## config.mk

```make
export PLATFORM = sky130hd
export DESIGN_NAME = mtm_alu_serializer
export DESIGN_NICKNAME = d
export VERILOG_FILES = /design/src/rtl/mtm_alu_serializer_pkg.sv /design/src/rtl/mtm_alu_serializer_bit_timer.sv /design/src/rtl/mtm_alu_serializer.sv
export SDC_FILE = /design/constraint.sdc
export NUM_CORES = 1
export LEC_CHECK = 0
export CORE_ASPECT_RATIO = 1.4
export CORE_MARGIN = 1
export CORE_UTILIZATION = 35
export DETAILED_ROUTE_END_ITERATION = 8
export GPL_ROUTABILITY_DRIVEN = 0
export GPL_TIMING_DRIVEN = 0
export PLACE_DENSITY = 0.66
export SKIP_LAST_GASP = 1
export SYNTH_ARGS = -nofsm -noshare
export SYNTH_HDL_FRONTEND = slang
export SYNTH_SLANG_ARGS = --single-unit
```

## constraint.sdc

```tcl
create_clock -name clk -period 5.2 [get_ports clk]
set_input_delay 1.04 -clock clk [delete_from_list [all_inputs] [get_ports clk]]
set_output_delay 1.04 -clock clk [all_outputs]
set_load 0.01 [all_outputs]
```

## src/rtl/mtm_alu_serializer_pkg.sv

```systemverilog
// Shared constants and state encoding for the MTM ALU serial link.
// Used by the serializer and the upstream deserializer.
package mtm_Alu_pkg;

    localparam int FRAME_W = 11;
    localparam int FRAMES  = 5;
    localparam int RESP_W  = FRAME_W * FRAMES;
    localparam int ERR_BIT = 9;
    localparam int CNT_W   = $clog2(RESP_W + 1);

    typedef enum logic {
        IDLE = 1'b0,
        SEND = 1'b1
    } state_t;

endpackage

```

## src/rtl/mtm_alu_serializer_bit_timer.sv

```systemverilog
// Bit-period divider: counts 0..CLK_PER_BIT-1 while enabled.
// tick marks the last cycle of each bit; the count then wraps to 0.
module mtm_Alu_bit_timer #(
    parameter int unsigned CLK_PER_BIT = 1
) (
    input  logic clk,
    input  logic rst,
    input  logic en,
    output logic tick
);

    localparam logic [15:0] LAST = 16'(CLK_PER_BIT - 1);

    logic [15:0] cnt;

    assign tick = en && (cnt == LAST);

    always_ff @(posedge clk or posedge rst) begin
        if (rst)
            cnt <= '0;
        else if (!en || tick)
            cnt <= '0;
        else
            cnt <= cnt + 16'd1;
    end

endmodule

```

## src/rtl/mtm_alu_serializer.sv

```systemverilog
// Shifts five 11-bit ALU response frames out on sout, MSB first.
// Optional MTM_ALU_SHORT_ERR_EN: error responses send only the last frame.
module mtm_alu_serializer
    import mtm_Alu_pkg::*;
#(
    parameter int unsigned CLK_PER_BIT = 1
) (
    input  logic              clk,
    input  logic              rst,
    input  logic [RESP_W-1:0] ALU_out,
    input  logic              data_ready,
    output logic              sout,
    output logic              busy,
    output logic              drop
);

    state_t            state, state_nxt;
    logic [RESP_W-1:0] shreg, shreg_nxt;
    logic [CNT_W-1:0]  bit_cnt, bit_cnt_nxt;
    logic              drop_nxt;
    logic              tick;
    logic              last;
    logic              accept;

    mtm_Alu_bit_timer #(
        .CLK_PER_BIT(CLK_PER_BIT)
    ) u_timer (
        .clk (clk),
        .rst (rst),
        .en  (state == SEND),
        .tick(tick)
    );

    // A strobe in the final bit cycle is taken so responses run gapless.
    assign last   = tick && (bit_cnt == CNT_W'(1));
    assign accept = data_ready && ((state == IDLE) || last);

    always_comb begin
        state_nxt   = state;
        shreg_nxt   = shreg;
        bit_cnt_nxt = bit_cnt;
        drop_nxt    = 1'b0;
        unique case (state)
            IDLE: ;
            SEND: begin
                if (tick) begin
                    shreg_nxt   = {shreg[RESP_W-2:0], 1'b0};
                    bit_cnt_nxt = bit_cnt - CNT_W'(1);
                end
                if (last)
                    state_nxt = IDLE;
                drop_nxt = data_ready && !last;
            end
        endcase
        if (accept) begin
            state_nxt   = SEND;
            shreg_nxt   = ALU_out;
            bit_cnt_nxt = CNT_W'(RESP_W);
`ifdef MTM_ALU_SHORT_ERR_EN
            if (ALU_out[ERR_BIT]) begin
                shreg_nxt   = {ALU_out[FRAME_W-1:0],
                               {(RESP_W-FRAME_W){1'b0}}};
                bit_cnt_nxt = CNT_W'(FRAME_W);
            end
`endif
        end
    end

    always_ff @(posedge clk or posedge rst) begin
        if (rst) begin
            state   <= IDLE;
            shreg   <= '0;
            bit_cnt <= '0;
            drop    <= 1'b0;
        end else begin
            state   <= state_nxt;
            shreg   <= shreg_nxt;
            bit_cnt <= bit_cnt_nxt;
            drop    <= drop_nxt;
        end
    end

    assign busy = (state == SEND);
    assign sout = (state == SEND) ? shreg[RESP_W-1] : 1'b1;

endmodule

```

==> flow_summary_export.csv <==
group,metric,value,unit
run_status,outcome,"finished clean",
clocking,cts.reportedPaths.clkPinSlew,0.07,ns
floorplanning,ios,61,
synth,synth_top_area_frac,0.519,
pwr,p_seq_frac,0.438,
pwr,power_leakage,1.87,nW
global_routing,grt_pass1_wl,15200,um
floorplanning,rows,44,
clocking,cts_root_buf,"clkbuf_16",
finish,regArea,1980,sq um
drt,first_iter_violations,103,
setup_path,r2r_cells,8,
placed_design,placed_area,4610,sq um
floorplanning,dieHeight,125,um
setup_path,crit_chain,"clkdlybuf4s50_1 > nand2b_1 > clkbuf_1 > buf_1 > nand3b_1 > o221a_1",
clocking,cts-resized-gates,0,
pwr,comb_power_share,0.274,
global_routing,grt_pass1_vias,2930,
clocking,cts_tree,"done",
finish,multi_input_area,1660,sq um
clocking,numClockSinks,79,
sta,period_share,0.495,
finish,fillers,983,
finish,diodes,0,
setup_path,worstReg2RegEnd,"shreg[11]",
synth,synth_edf_count,0,
placed_design,portBuffers,60,
synth,synth_warnings,0,
sta,min_period,2.58,ns
setup_path,r2r_start,"u_timer.cnt[0]",
setup_path,worstPathMaxFanout,10,
sta,max-slew-margin-rel,0.673,
synth,synth-seq-area-share,0.519,
pwr,p_sw,0.600,mW
setup_path,slowest_stage,"clkdlybuf4s50_1",
pwr,clkPwrFrac,0.288,
synth,netlist_area,3810,sq um
setup_path,critPathKind,"input pin to register",
clocking,cts_hold_buf,0,
sta,fin_worst_skew,0.0111,ns
synth,synth_area_leaders,"dfrtp_1 (52%), o221a_1 (16%), nand3b_1 (11%), xor2_1 (1.6%), nor2_1 (1.6%)",
sta,fin_tns_setup,0,ns
setup_path,critPathCaptureType,"register",
floorplanning,fp.coreArea,10500,sq um
floorplanning,initial_core_util,0.364,
finish,areaGrowthSynthToFinish,29.0,%
synth,yosysUniqueCellTypes,34,
clocking,post-cts-setup-buffers,0,
synth,ys_ff_latch,79,
global_routing,antenna_found_initial,0,
drt,firstDrtPassIters,5,
job,cap_violations,0,
synth,synthCells,321,
pwr,finalPower,2.21,mW
min_path,hp-class,"register to register",
setup_path,worst-endpoint-arrival,2.81,ns
setup_path,max_stage_delay,0.47,ns
setup_path,cp_data_required_time,5.43,ns
setup_path,cp-endpoint,"shreg[11]",
sta,setup_viol,0,
finish,drive_above_1_share,0.0779,
synth,synth.avg_cell_area,11.9,sq um
clocking,worstSkewPairLatency,0.34,ns
sta,finalHoldViolCount,0,
global_routing,overflow,0,
global_routing,grtUsageTotal,0.168,
floorplanning,dieArea,11300,sq um
synth,synth_top_area_cell,"dfrtp_1",
pwr,swShare,0.272,
drt,drc,0,
synth,async_flop_share,1.00,
sta,tightest_slew,0.491,ns
placed_design,hpwlAfterDp,5960,um
pwr,vdd.ir_drop.worst,0.179,mV
placed_design,post-place-cells,520,
clocking,clockBufferDepth,2,
clocking,htree_levels,3,
synth,syn_nets,383,
synth,yosys_most_used_dff,"dfrtp_1",
sta,max_clock_freq,0.388,GHz
drt,ant_nets,0,
pwr,powerDensity,450,nW/um^2
clocking,numCtsBuffers,9,
finish,stdcell_count,536,
setup_path,worst_setup_path_start_kind,"input pin",
drt,viasPerCell,5.39,
setup_path,ff2ff_setup_slack,3.03,ns
pwr,p_int,1.61,mW
finish,stdcell_area,4910,sq um
drt,drt-total-wl,8810,um
setup_path,startpoint,"data_ready",
sta,drv_slew,0,
sta,rsz0062_at_grt,"false",
floorplanning,die_x,90.2,um
drt,vias,2887,
drt,wl_per_cell,16.4,um
finish,fin_nets,455,
global_routing,grt_max_degree,72,
==> stage by stage <==
stage	setup slack (ns)	hold slack, ns	util
2_1_floorplan	2.14	0.475	-
3_3_place_gp	0.819	0.496	0.438
3_5_place_dp	2.24	0.505	0.441
4_1_cts	2.59	0.517	0.470
5_1_grt	2.47	0.539	0.470
6_report	2.62	0.517	0.470
==> critical path, delay by kind of cell <==
family,cells,cell delay (ns)
buf+inv,3,1.29
simple gates,2,0.32
compound gates,1,0.15
==> metal layers <==
layer	GRT usage	vias up	part of all wire
li1	-	1376	-
met1	0.224	1440	0.47
met2	0.264	58	0.47
met3	0.0438	13	0.048
met4	0.0598	0	0.015
met5	0	-	0
==> cell usage after synthesis (5+ instances only) <==
| library cell | number |
|---|---|
| nand2_1 | 7 |
| clkbuf_1 | 14 |
| xnor2_1 | 6 |
| inv_1 | 10 |
| or3_1 | 5 |
| xor2_1 | 7 |
| nand3b_1 | 56 |
| nor2_1 | 16 |
| nor3_1 | 5 |
| nand4_1 | 5 |
| nand3_1 | 10 |
| dfrtp_1 | 79 |
| o21ai_0 | 5 |
| o221a_1 | 54 |
| buf_2 | 5 |
==> worst min path at each step <==
stage               slack (ns)  cells past startpoint            from             end
finish                    0.52                      1  u_timer.cnt[0]  u_timer.cnt[0]
global route              0.54                      1  u_timer.cnt[0]  u_timer.cnt[0]
CTS                       0.52                      1  u_timer.cnt[0]  u_timer.cnt[0]
detailed placement        0.51                      2        shreg[0]        shreg[0]
global placement          0.50                      1  u_timer.cnt[0]  u_timer.cnt[0]
floorplan                 0.48                      1  u_timer.cnt[0]  u_timer.cnt[0]
==> state kept, by name, indices dropped and copies added, names as in the netlist <==
name	cells
shreg	55
u_timer.cnt	16
bit_cnt	6
busy	1
drop	1
==> power groups by stage <==
stage               clock, mW  sequential (mW)  combinational [mW]
global route            0.678            0.997               0.663
global placement            0            0.969               0.587
detailed placement          0            0.972               0.609
finish                  0.636            0.968               0.606
floorplan                   0            0.932               0.465
CTS                     0.648            0.968               0.613
==> logic make-up (layout without fill, tap and decap cells) <==
family,Yosys count,count (layout),synth area share
compound gates,65,65,0.179
xor+xnor,13,13,0.0299
fa+ha+maj,4,4,0.0131
buf+inv,37,114,0.0460
flops,79,79,0.519
mux,1,1,0.00295
simple gates,122,122,0.210
==> cell type report <==
cell class | count | share of cell area
Buffer | 27 | 0.0280
Sequential cell | 79 | 0.402
Multi-Input combinational cell | 205 | 0.338
Inverter | 10 | 0.00815
Clock inverter | 5 | 0.0117
Timing Repair Buffer | 61 | 0.128
Clock buffer | 11 | 0.0494
Tap cell | 138 | 0.0351
==> placed cells by master, fill, tap and decap left out, types with 2 or more instances in the layout <==
| master | netlist | routed |
|---|---|---|
| dfrtp_1 | 79 | 79 |
| clkdlybuf4s50_1 | 0 | 60 |
| nand3b_1 | 56 | 56 |
| o221a_1 | 54 | 54 |
| nor2_1 | 16 | 16 |
| clkbuf_1 | 14 | 15 |
| nand3_1 | 10 | 10 |
| inv_1 | 10 | 9 |
| clkbuf_16 | 0 | 9 |
| nand2_1 | 7 | 7 |
| xor2_1 | 7 | 7 |
| xnor2_1 | 6 | 6 |
| nand4_1 | 5 | 5 |
| or3_1 | 5 | 5 |
| o21ai_0 | 5 | 5 |
| nor3_1 | 5 | 5 |
| buf_2 | 5 | 5 |
| buf_6 | 4 | 4 |
| buf_1 | 4 | 4 |
| ha_1 | 4 | 4 |
| nor4b_1 | 3 | 3 |
| nand2b_1 | 3 | 3 |
| and4_1 | 3 | 3 |
| and3_1 | 3 | 3 |
| nor4_1 | 2 | 2 |
| clkinv_4 | 0 | 2 |
| clkinv_2 | 0 | 2 |
(Power assumes the default switching activity.)
